<file path="src/rtl/sha256_round_ctrl.sv">
// ---------------------------------------------------------------------------
// sha256_round_ctrl
//
// Sequential SHA-256 compression engine. One padded 512-bit block is loaded
// as 16 big-endian 32-bit words (W0 first). The engine then runs one round
// per clock over NUM_ROUNDS rounds and folds the working registers back into
// the chained hash state H in a final cycle.
//
// Ports
//   clk_i          clock
//   rst_i          asynchronous reset, active-high
//   init_i         load IV into H (only in IDLE with no words buffered)
//   abort_i        drop the current block, return to IDLE, keep H
//   word_valid_i   message word valid
//   word_ready_o   engine accepts a word (IDLE only)
//   word_i         message word
//   busy_o         high while rounds or the final fold are in progress
//   digest_valid_o digest_o holds the result of the last completed block
//   digest_o       {H0..H7}, H0 in [255:224]
// ---------------------------------------------------------------------------
module sha256_round_ctrl #(
    parameter int NUM_ROUNDS = 64
) (
    input  logic         clk_i,
    input  logic         rst_i,
    input  logic         init_i,
    input  logic         abort_i,
    input  logic         word_valid_i,
    output logic         word_ready_o,
    input  logic [31:0]  word_i,
    output logic         busy_o,
    output logic         digest_valid_o,
    output logic [255:0] digest_o
);

    typedef enum logic [1:0] {
        ST_IDLE  = 2'd0,
        ST_ROUND = 2'd1,
        ST_FINAL = 2'd2
    } state_t;

    localparam logic [5:0] LAST_ROUND = 6'(NUM_ROUNDS - 1);

    localparam logic [31:0] IV [8] = '{
        32'h6a09e667, 32'hbb67ae85, 32'h3c6ef372, 32'ha54ff53a,
        32'h510e527f, 32'h9b05688c, 32'h1f83d9ab, 32'h5be0cd19
    };

    localparam logic [31:0] K [64] = '{
        32'h428a2f98, 32'h71374491, 32'hb5c0fbcf, 32'he9b5dba5,
        32'h3956c25b, 32'h59f111f1, 32'h923f82a4, 32'hab1c5ed5,
        32'hd807aa98, 32'h12835b01, 32'h243185be, 32'h550c7dc3,
        32'h72be5d74, 32'h80deb1fe, 32'h9bdc06a7, 32'hc19bf174,
        32'he49b69c1, 32'hefbe4786, 32'h0fc19dc6, 32'h240ca1cc,
        32'h2de92c6f, 32'h4a7484aa, 32'h5cb0a9dc, 32'h76f988da,
        32'h983e5152, 32'ha831c66d, 32'hb00327c8, 32'hbf597fc7,
        32'hc6e00bf3, 32'hd5a79147, 32'h06ca6351, 32'h14292967,
        32'h27b70a85, 32'h2e1b2138, 32'h4d2c6dfc, 32'h53380d13,
        32'h650a7354, 32'h766a0abb, 32'h81c2c92e, 32'h92722c85,
        32'ha2bfe8a1, 32'ha81a664b, 32'hc24b8b70, 32'hc76c51a3,
        32'hd192e819, 32'hd6990624, 32'hf40e3585, 32'h106aa070,
        32'h19a4c116, 32'h1e376c08, 32'h2748774c, 32'h34b0bcb5,
        32'h391c0cb3, 32'h4ed8aa4a, 32'h5b9cca4f, 32'h682e6ff3,
        32'h748f82ee, 32'h78a5636f, 32'h84c87814, 32'h8cc70208,
        32'h90befffa, 32'ha4506ceb, 32'hbef9a3f7, 32'hc67178f2
    };

    function automatic logic [31:0] rotr(input logic [31:0] x, input int n);
        return (x >> n) | (x << (32 - n));
    endfunction

    function automatic logic [31:0] bsig0(input logic [31:0] x);
        return rotr(x, 2) ^ rotr(x, 13) ^ rotr(x, 22);
    endfunction

    function automatic logic [31:0] bsig1(input logic [31:0] x);
        return rotr(x, 6) ^ rotr(x, 11) ^ rotr(x, 25);
    endfunction

    function automatic logic [31:0] ssig0(input logic [31:0] x);
        return rotr(x, 7) ^ rotr(x, 18) ^ (x >> 3);
    endfunction

    function automatic logic [31:0] ssig1(input logic [31:0] x);
        return rotr(x, 17) ^ rotr(x, 19) ^ (x >> 10);
    endfunction

    // State
    state_t      state_q, state_d;
    logic [3:0]  count_q, count_d;
    logic [5:0]  t_q, t_d;
    logic [31:0] h_q   [8];
    logic [31:0] h_d   [8];
    logic [31:0] wk_q  [8];     // working registers a..h at index 0..7
    logic [31:0] wk_d  [8];
    logic [31:0] buf_q [16];    // rolling 16-entry message schedule window
    logic [31:0] buf_d [16];
    logic        ready_q, ready_d;
    logic        busy_q, busy_d;
    logic        dv_q, dv_d;

    // Round datapath
    logic [3:0]  idx_m2, idx_m7, idx_m15, idx_0;
    logic [31:0] w_sched, wt, ch, maj, t1, t2;

    // The schedule window is indexed modulo 16, so t-2, t-7 and t-15 become
    // 4-bit offsets of +14, +9 and +1 from the current slot.
    assign idx_0   = t_q[3:0];
    assign idx_m2  = t_q[3:0] + 4'd14;
    assign idx_m7  = t_q[3:0] + 4'd9;
    assign idx_m15 = t_q[3:0] + 4'd1;

    always_comb begin
        w_sched = ssig1(buf_q[idx_m2]) + buf_q[idx_m7]
                + ssig0(buf_q[idx_m15]) + buf_q[idx_0];
        wt  = (t_q[5:4] == 2'b00) ? buf_q[idx_0] : w_sched;
        ch  = wk_q[6] ^ (wk_q[4] & (wk_q[5] ^ wk_q[6]));
        maj = (wk_q[0] & wk_q[1]) | (wk_q[2] & (wk_q[0] | wk_q[1]));
        t1  = wk_q[7] + bsig1(wk_q[4]) + ch + K[t_q] + wt;
        t2  = bsig0(wk_q[0]) + maj;
    end

    always_comb begin
        state_d = state_q;
        count_d = count_q;
        t_d     = t_q;
        h_d     = h_q;
        wk_d    = wk_q;
        buf_d   = buf_q;
        dv_d    = dv_q;

        if (abort_i) begin
            state_d = ST_IDLE;
            count_d = 4'd0;
            dv_d    = 1'b0;
        end else begin
            case (state_q)
                ST_IDLE: begin
                    if (init_i && count_q == 4'd0) begin
                        h_d  = IV;
                        dv_d = 1'b0;
                    end
                    if (word_valid_i) begin
                        buf_d[count_q] = word_i;
                        count_d        = count_q + 4'd1;   // wraps to 0 after W15
                        dv_d           = 1'b0;
                        if (count_q == 4'd15) begin
                            // init cannot coincide with W15, so H is current.
                            wk_d    = h_q;
                            t_d     = 6'd0;
                            state_d = ST_ROUND;
                        end
                    end
                end
                ST_ROUND: begin
                    wk_d[0] = t1 + t2;
                    wk_d[1] = wk_q[0];
                    wk_d[2] = wk_q[1];
                    wk_d[3] = wk_q[2];
                    wk_d[4] = wk_q[3] + t1;
                    wk_d[5] = wk_q[4];
                    wk_d[6] = wk_q[5];
                    wk_d[7] = wk_q[6];
                    if (t_q[5:4] != 2'b00) begin
                        buf_d[idx_0] = w_sched;
                    end
                    t_d = t_q + 6'd1;
                    if (t_q == LAST_ROUND) begin
                        state_d = ST_FINAL;
                    end
                end
                ST_FINAL: begin
                    for (int i = 0; i < 8; i++) begin
                        h_d[i] = h_q[i] + wk_q[i];
                    end
                    dv_d    = 1'b1;
                    count_d = 4'd0;
                    state_d = ST_IDLE;
                end
                default: begin
                    state_d = ST_IDLE;
                    count_d = 4'd0;
                end
            endcase
        end

        ready_d = (state_d == ST_IDLE);
        busy_d  = (state_d != ST_IDLE);
    end

    always_ff @(posedge clk_i or posedge rst_i) begin
        if (rst_i) begin
            state_q <= ST_IDLE;
            count_q <= 4'd0;
            t_q     <= 6'd0;
            ready_q <= 1'b1;
            busy_q  <= 1'b0;
            dv_q    <= 1'b0;
            for (int i = 0; i < 8; i++) begin
                h_q[i]  <= IV[i];
                wk_q[i] <= 32'd0;
            end
            for (int i = 0; i < 16; i++) begin
                buf_q[i] <= 32'd0;
            end
        end else begin
            state_q <= state_d;
            count_q <= count_d;
            t_q     <= t_d;
            ready_q <= ready_d;
            busy_q  <= busy_d;
            dv_q    <= dv_d;
            h_q     <= h_d;
            wk_q    <= wk_d;
            buf_q   <= buf_d;
        end
    end

    assign word_ready_o   = ready_q;
    assign busy_o         = busy_q;
    assign digest_valid_o = dv_q;

    generate
        for (genvar gi = 0; gi < 8; gi++) begin : g_digest
            assign digest_o[255 - 32*gi -: 32] = h_q[gi];
        end
    endgenerate

endmodule
</file>
<file path="config.mk">
export PLATFORM = sky130hd
export DESIGN_NAME = sha256_round_ctrl
export DESIGN_NICKNAME = d
export VERILOG_FILES = /design/src/rtl/sha256_round_ctrl.sv
export SDC_FILE = /design/constraint.sdc
export NUM_CORES = 2
export LEC_CHECK = 0
export CAP_MARGIN = 10
export CORE_MARGIN = 2
export CORE_UTILIZATION = 35
export CTS_BUF_LIST = sky130_fd_sc_hd__clkbuf_4 sky130_fd_sc_hd__clkbuf_8
export CTS_CLUSTER_SIZE = 20
export DETAILED_ROUTE_END_ITERATION = 10
export HOLD_SLACK_MARGIN = 0.12
export MAX_ROUTING_LAYER = met4
export PLACE_DENSITY_LB_ADDON = 0.12
export SYNTH_ARGS = -nofsm -noshare
export SYNTH_HDL_FRONTEND = slang
export SYNTH_SLANG_ARGS = --single-unit
</file>
<file path="constraint.sdc">
create_clock -name clk_i -period 35.4 [get_ports clk_i]
set_input_delay 5.31 -clock clk_i [delete_from_list [all_inputs] [get_ports clk_i]]
set_output_delay 5.31 -clock clk_i [all_outputs]
set_load 0.02 [all_outputs]
</file>
==> out/qor_table.md <==
| Metric | Reported | Unit |
|:---|:---|:---|
| Largest family of logic cells by synthesized area | compound AO/OA/AOI/OAI gates | - |
| Post-Syn Area per Cell | 8.97 | um^2 |
| Effective utilization at floorplan | 0.352 | - |
| Data required time at the worst endpoint | 36.26 | ns |
| Count of state elements after synthesis | 1039 | - |
| Total core area | 0.238 | mm^2 |
| Min setup slack post-route | 18.22 | ns |
| Number of instances resized during post-cts repair | 0 | - |
| Kind of path behind the tightest hold check | reg2reg | - |
| Layout cell share with drive strength beyond 1 | 0.120 | - |
| Part of the cycle the worst path needs | 0.485 | - |
| Max Slew Vio Count | 0 | - |
| Post-synthesis to final-layout area growth | 12.8 | % |
| WHS Path Cells | 2 | - |
| Final setup fails | 0 | - |
| Buf/Inv on CP | 10 | - |
| Critical path depth in cells | 53 | - |
| Insertion delay to the later sink of the worst-skew pair | 1.03 | ns |
| Clock tree from TritonCTS | built | - |
| Synthesized netlist cell count | 9341 | - |
| Number of design-rule violations left by the first detailed-router iteration | 8421 | - |
| Sum of met2 wire segment lengths after detailed routing | 179 | mm |
| Slowest-stage cell, CP | buf_4 | - |
| R2R depth | 53 | - |
| Utilization of the core after routing | 0.397 | - |
| Cell seen most often among critical-path stages | a21oi_1 | - |
| GRT Resource Usage Total | 0.335 | - |
| Fraction of the yosys area taken by sequential cells | 0.312 | - |
| Hold WS | 0.487 | ns |
| Outcome | completed | - |
| Overflow left after global routing | 0 | - |
| Post-synthesis cell type count | 84 | - |
| Setup crit end kind | register | - |
| Boundary pin count | 296 | - |
| Global-route wire length before repair | 575 | mm |
| Top cell family by delay on the critical path | compound AO/OA/AOI/OAI gates | - |
| Simple-gate portion of the synthesized area | 0.127 | - |
| Most used standard cell by instance count after synthesis | nor2_1 | - |
| Number of maximum-capacitance violations | 0 | - |
| Filler Cell Count | 23900 | - |
| Worst-case vdd ir drop | 0.0310 | mV |
| Met3 layer wire length in the routed design | 33.7 | mm |
| Area share of fa/ha/maj cells after synthesis | 0.106 | - |
| Final count of hold timing violations | 0 | - |
| Antenna violation net count after detailed routing | 0 | - |
| Port Buffer Count | 295 | - |
| Final period demand of the worst path | 17.18 | ns |
| Routability congestion estimate from global placement | 0.984 | - |
| Vias in the first global route | 76100 | - |
| DR DRC count | 0 | - |
| Root buffer cell | clkbuf_8 | - |
| Xor-xnor portion of the synthesized cell area | 0.0618 | - |
| Path type of the worst setup path | reg2reg | - |
| PwrDens | 35.0 | mW/mm^2 |
| Highest cell delay on the worst timing path | 0.85 | ns |
| Leading cell types by count after synthesis | nor2_1, dfrtp_1, nand2_1 | - |
| Maximum number of pins on one net before global-route repair | 209 | - |
| Total negative setup slack | 0 | ns |
| DR WL/cell | 31.9 | um |
| Number of iterations in the first detailed-routing pass | 6 | - |
| Fmax | 58.2 | MHz |
| Main synth FF type | dfrtp_1 | - |
| Number of antenna violations at the first check in global routing | 12 | - |
| Synth area leaders | dfrtp_1, mux4_2, ha_1 | - |
| Max clock buf depth | 3 | - |
| Number of placement rows | 179 | - |
| Die X-Extent | 493 | um |
| Top layer reached by signal wires | met4 | - |
| Count of synthesis-stage warnings from yosys | 0 | - |
| Area fraction in compound gates after synthesis | 0.229 | - |
| Net count after synthesis | 9967 | - |
| Number of vias per cell after detailed routing | 6.21 | - |
| Synth Cell Area | 0.0838 | mm^2 |
| Area of the multi-input gates | 0.0535 | mm^2 |
| H-tree depth | 4 | - |
| Critical Path Fanout Max | 63 | - |
| Die Area | 0.243 | mm^2 |
| Worst slew pin tran | 1.42 | ns |
| Headroom to the max-slew limit | 0.0400 | - |
| Proportion of netlist area held by the largest area contributor | 0.269 | - |
| Metal1 wirelength | 170 | mm |
| Proportion of register bits with asynchronous set or reset after synthesis | 1.00 | - |
| Multiplexer share of the synthesized area | 0.111 | - |
| FF/Latch Area | 0.0262 | mm^2 |
| Static leakage | 40.1 | nW |
| Worst clock skew | 0.0713 | ns |
| Post CTS Setup Buffer Count | 0 | - |
| Library cell with the largest summed area after synthesis | dfrtp_1 | - |
| Total Nets Final | 9958 | - |
| HPWL reported at the end of detailed placement | 279 | mm |
| Count of hold-fix buffers inserted at cts | 0 | - |
| RSZ-0062 raised after global routing | false | - |
| Number of sinks driven by the clock tree | 1039 | - |
| Via Count | 78700 | - |
| Post-detailed-routing wire length | 404 | mm |
| Arrival time of data at the critical path endpoint | 18.04 | ns |
| Critical path startpoint category | register | - |
| Number of enable flip-flop cells after synthesis | 0 | - |
| Die span in y | 493 | um |
| Clock transition at the registers of the reported paths | 0.06 | ns |
| Total CTS buffers | 207 | - |
| Post-place setup slack | 18.38 | ns |
-- stage by stage --
stage	cell area [um^2]	total power, mW	cells
after global routing	94500	3.44	12700
after CTS	94500	3.32	12700
after detailed placement	90000	1.93	12300
after floorplan	83800	1.72	9341
final	94500	3.31	12700
after global placement	90000	1.93	12300
-- final timing paths --
| path | from | endpoint | slack (ns) |
|---|---|---|---|
| min in group asynchronous | rst_i | digest_o[176]$_DFFE_PP0P_ | 4.77 |
| worst max-delay path | t_q[0]$_DFFE_PP0P_ | wk_q[255]$_DFFE_PP0P_ | 18.22 |
| worst min-delay path | digest_o[32]$_DFFE_PP1P_ | digest_o[32]$_DFFE_PP1P_ | 0.49 |
| max in group asynchronous | rst_i | buf_q[490]$_DFFE_PP0P_ | 26.80 |
| worst max register to register | t_q[0]$_DFFE_PP0P_ | wk_q[255]$_DFFE_PP0P_ | 18.22 |
| worst min register to register | digest_o[32]$_DFFE_PP1P_ | digest_o[32]$_DFFE_PP1P_ | 0.49 |
-- final cells by class --
| cell class | count | share of cell area |
|---|---|---|
| flip-flops and latches | 1039 | 0.277 |
| diodes | 10 | 0.000265 |
| well taps | 3167 | 0.0419 |
| multi-input cells | 7131 | 0.566 |
| repair buffers | 509 | 0.0489 |
| clock buffers | 336 | 0.0439 |
| clock inverters | 41 | 0.00397 |
| inverters | 444 | 0.0178 |
-- registers in the layout, indices dropped and copies added (netlist names) --
| signal | flops |
|---|---|
| t_q | 6 |
| buf_q | 512 |
| state_q | 2 |
| wk_q | 256 |
| digest_valid_o | 1 |
| word_ready_o | 1 |
| digest_o | 256 |
| count_q | 4 |
| busy_o | 1 |
-- logic make-up after synthesis --
family	count (synthesis)
AOI/OAI and AO/OA	2905
xor gates and xnor gates	585
adders and majority gates	591
buffers and inverters	1171
DFF	1039
muxes	574
and+or+nand+nor	2476
-- metal layers --
metal	GRT usage	up-vias
met1	0.438	40000
met2	0.500	3828
met4	0.149	0
li1	-	34000
met5	-	-
met3	0.0695	933
-- power by group --
group,switching (mW),total [mW],internal [mW],leakage (nW)
Combinational,0.362,0.585,0.223,24.2
Clock,0.629,1.38,0.754,2.42
Sequential,0.0751,1.34,1.26,13.5
-- cell usage in the layout, fill, tap and decap left out, types with 195 or more instances in the layout --
master	netlist	layout
dfrtp_1	902	897
buf_4	0	209
fa_1	195	195
clkbuf_8	0	260
a21oi_1	619	618
xor2_1	207	207
o221ai_1	282	282
mux2i_1	245	245
o21ai_0	630	630
ha_1	394	390
mux4_2	269	269
xnor2_1	373	371
nor2_1	925	906
clkdlybuf4s50_1	0	295
o21a_1	328	328
nand2_1	857	853
nor3_1	288	286
inv_1	441	437
-- tightest hold or removal path: stages, from the launching register on --
cell and delay (ns):
dfstp_2 0.39, nand2_1 0.05, nand2_1 0.04
Note: power is estimated with default switching activity, not from simulation.
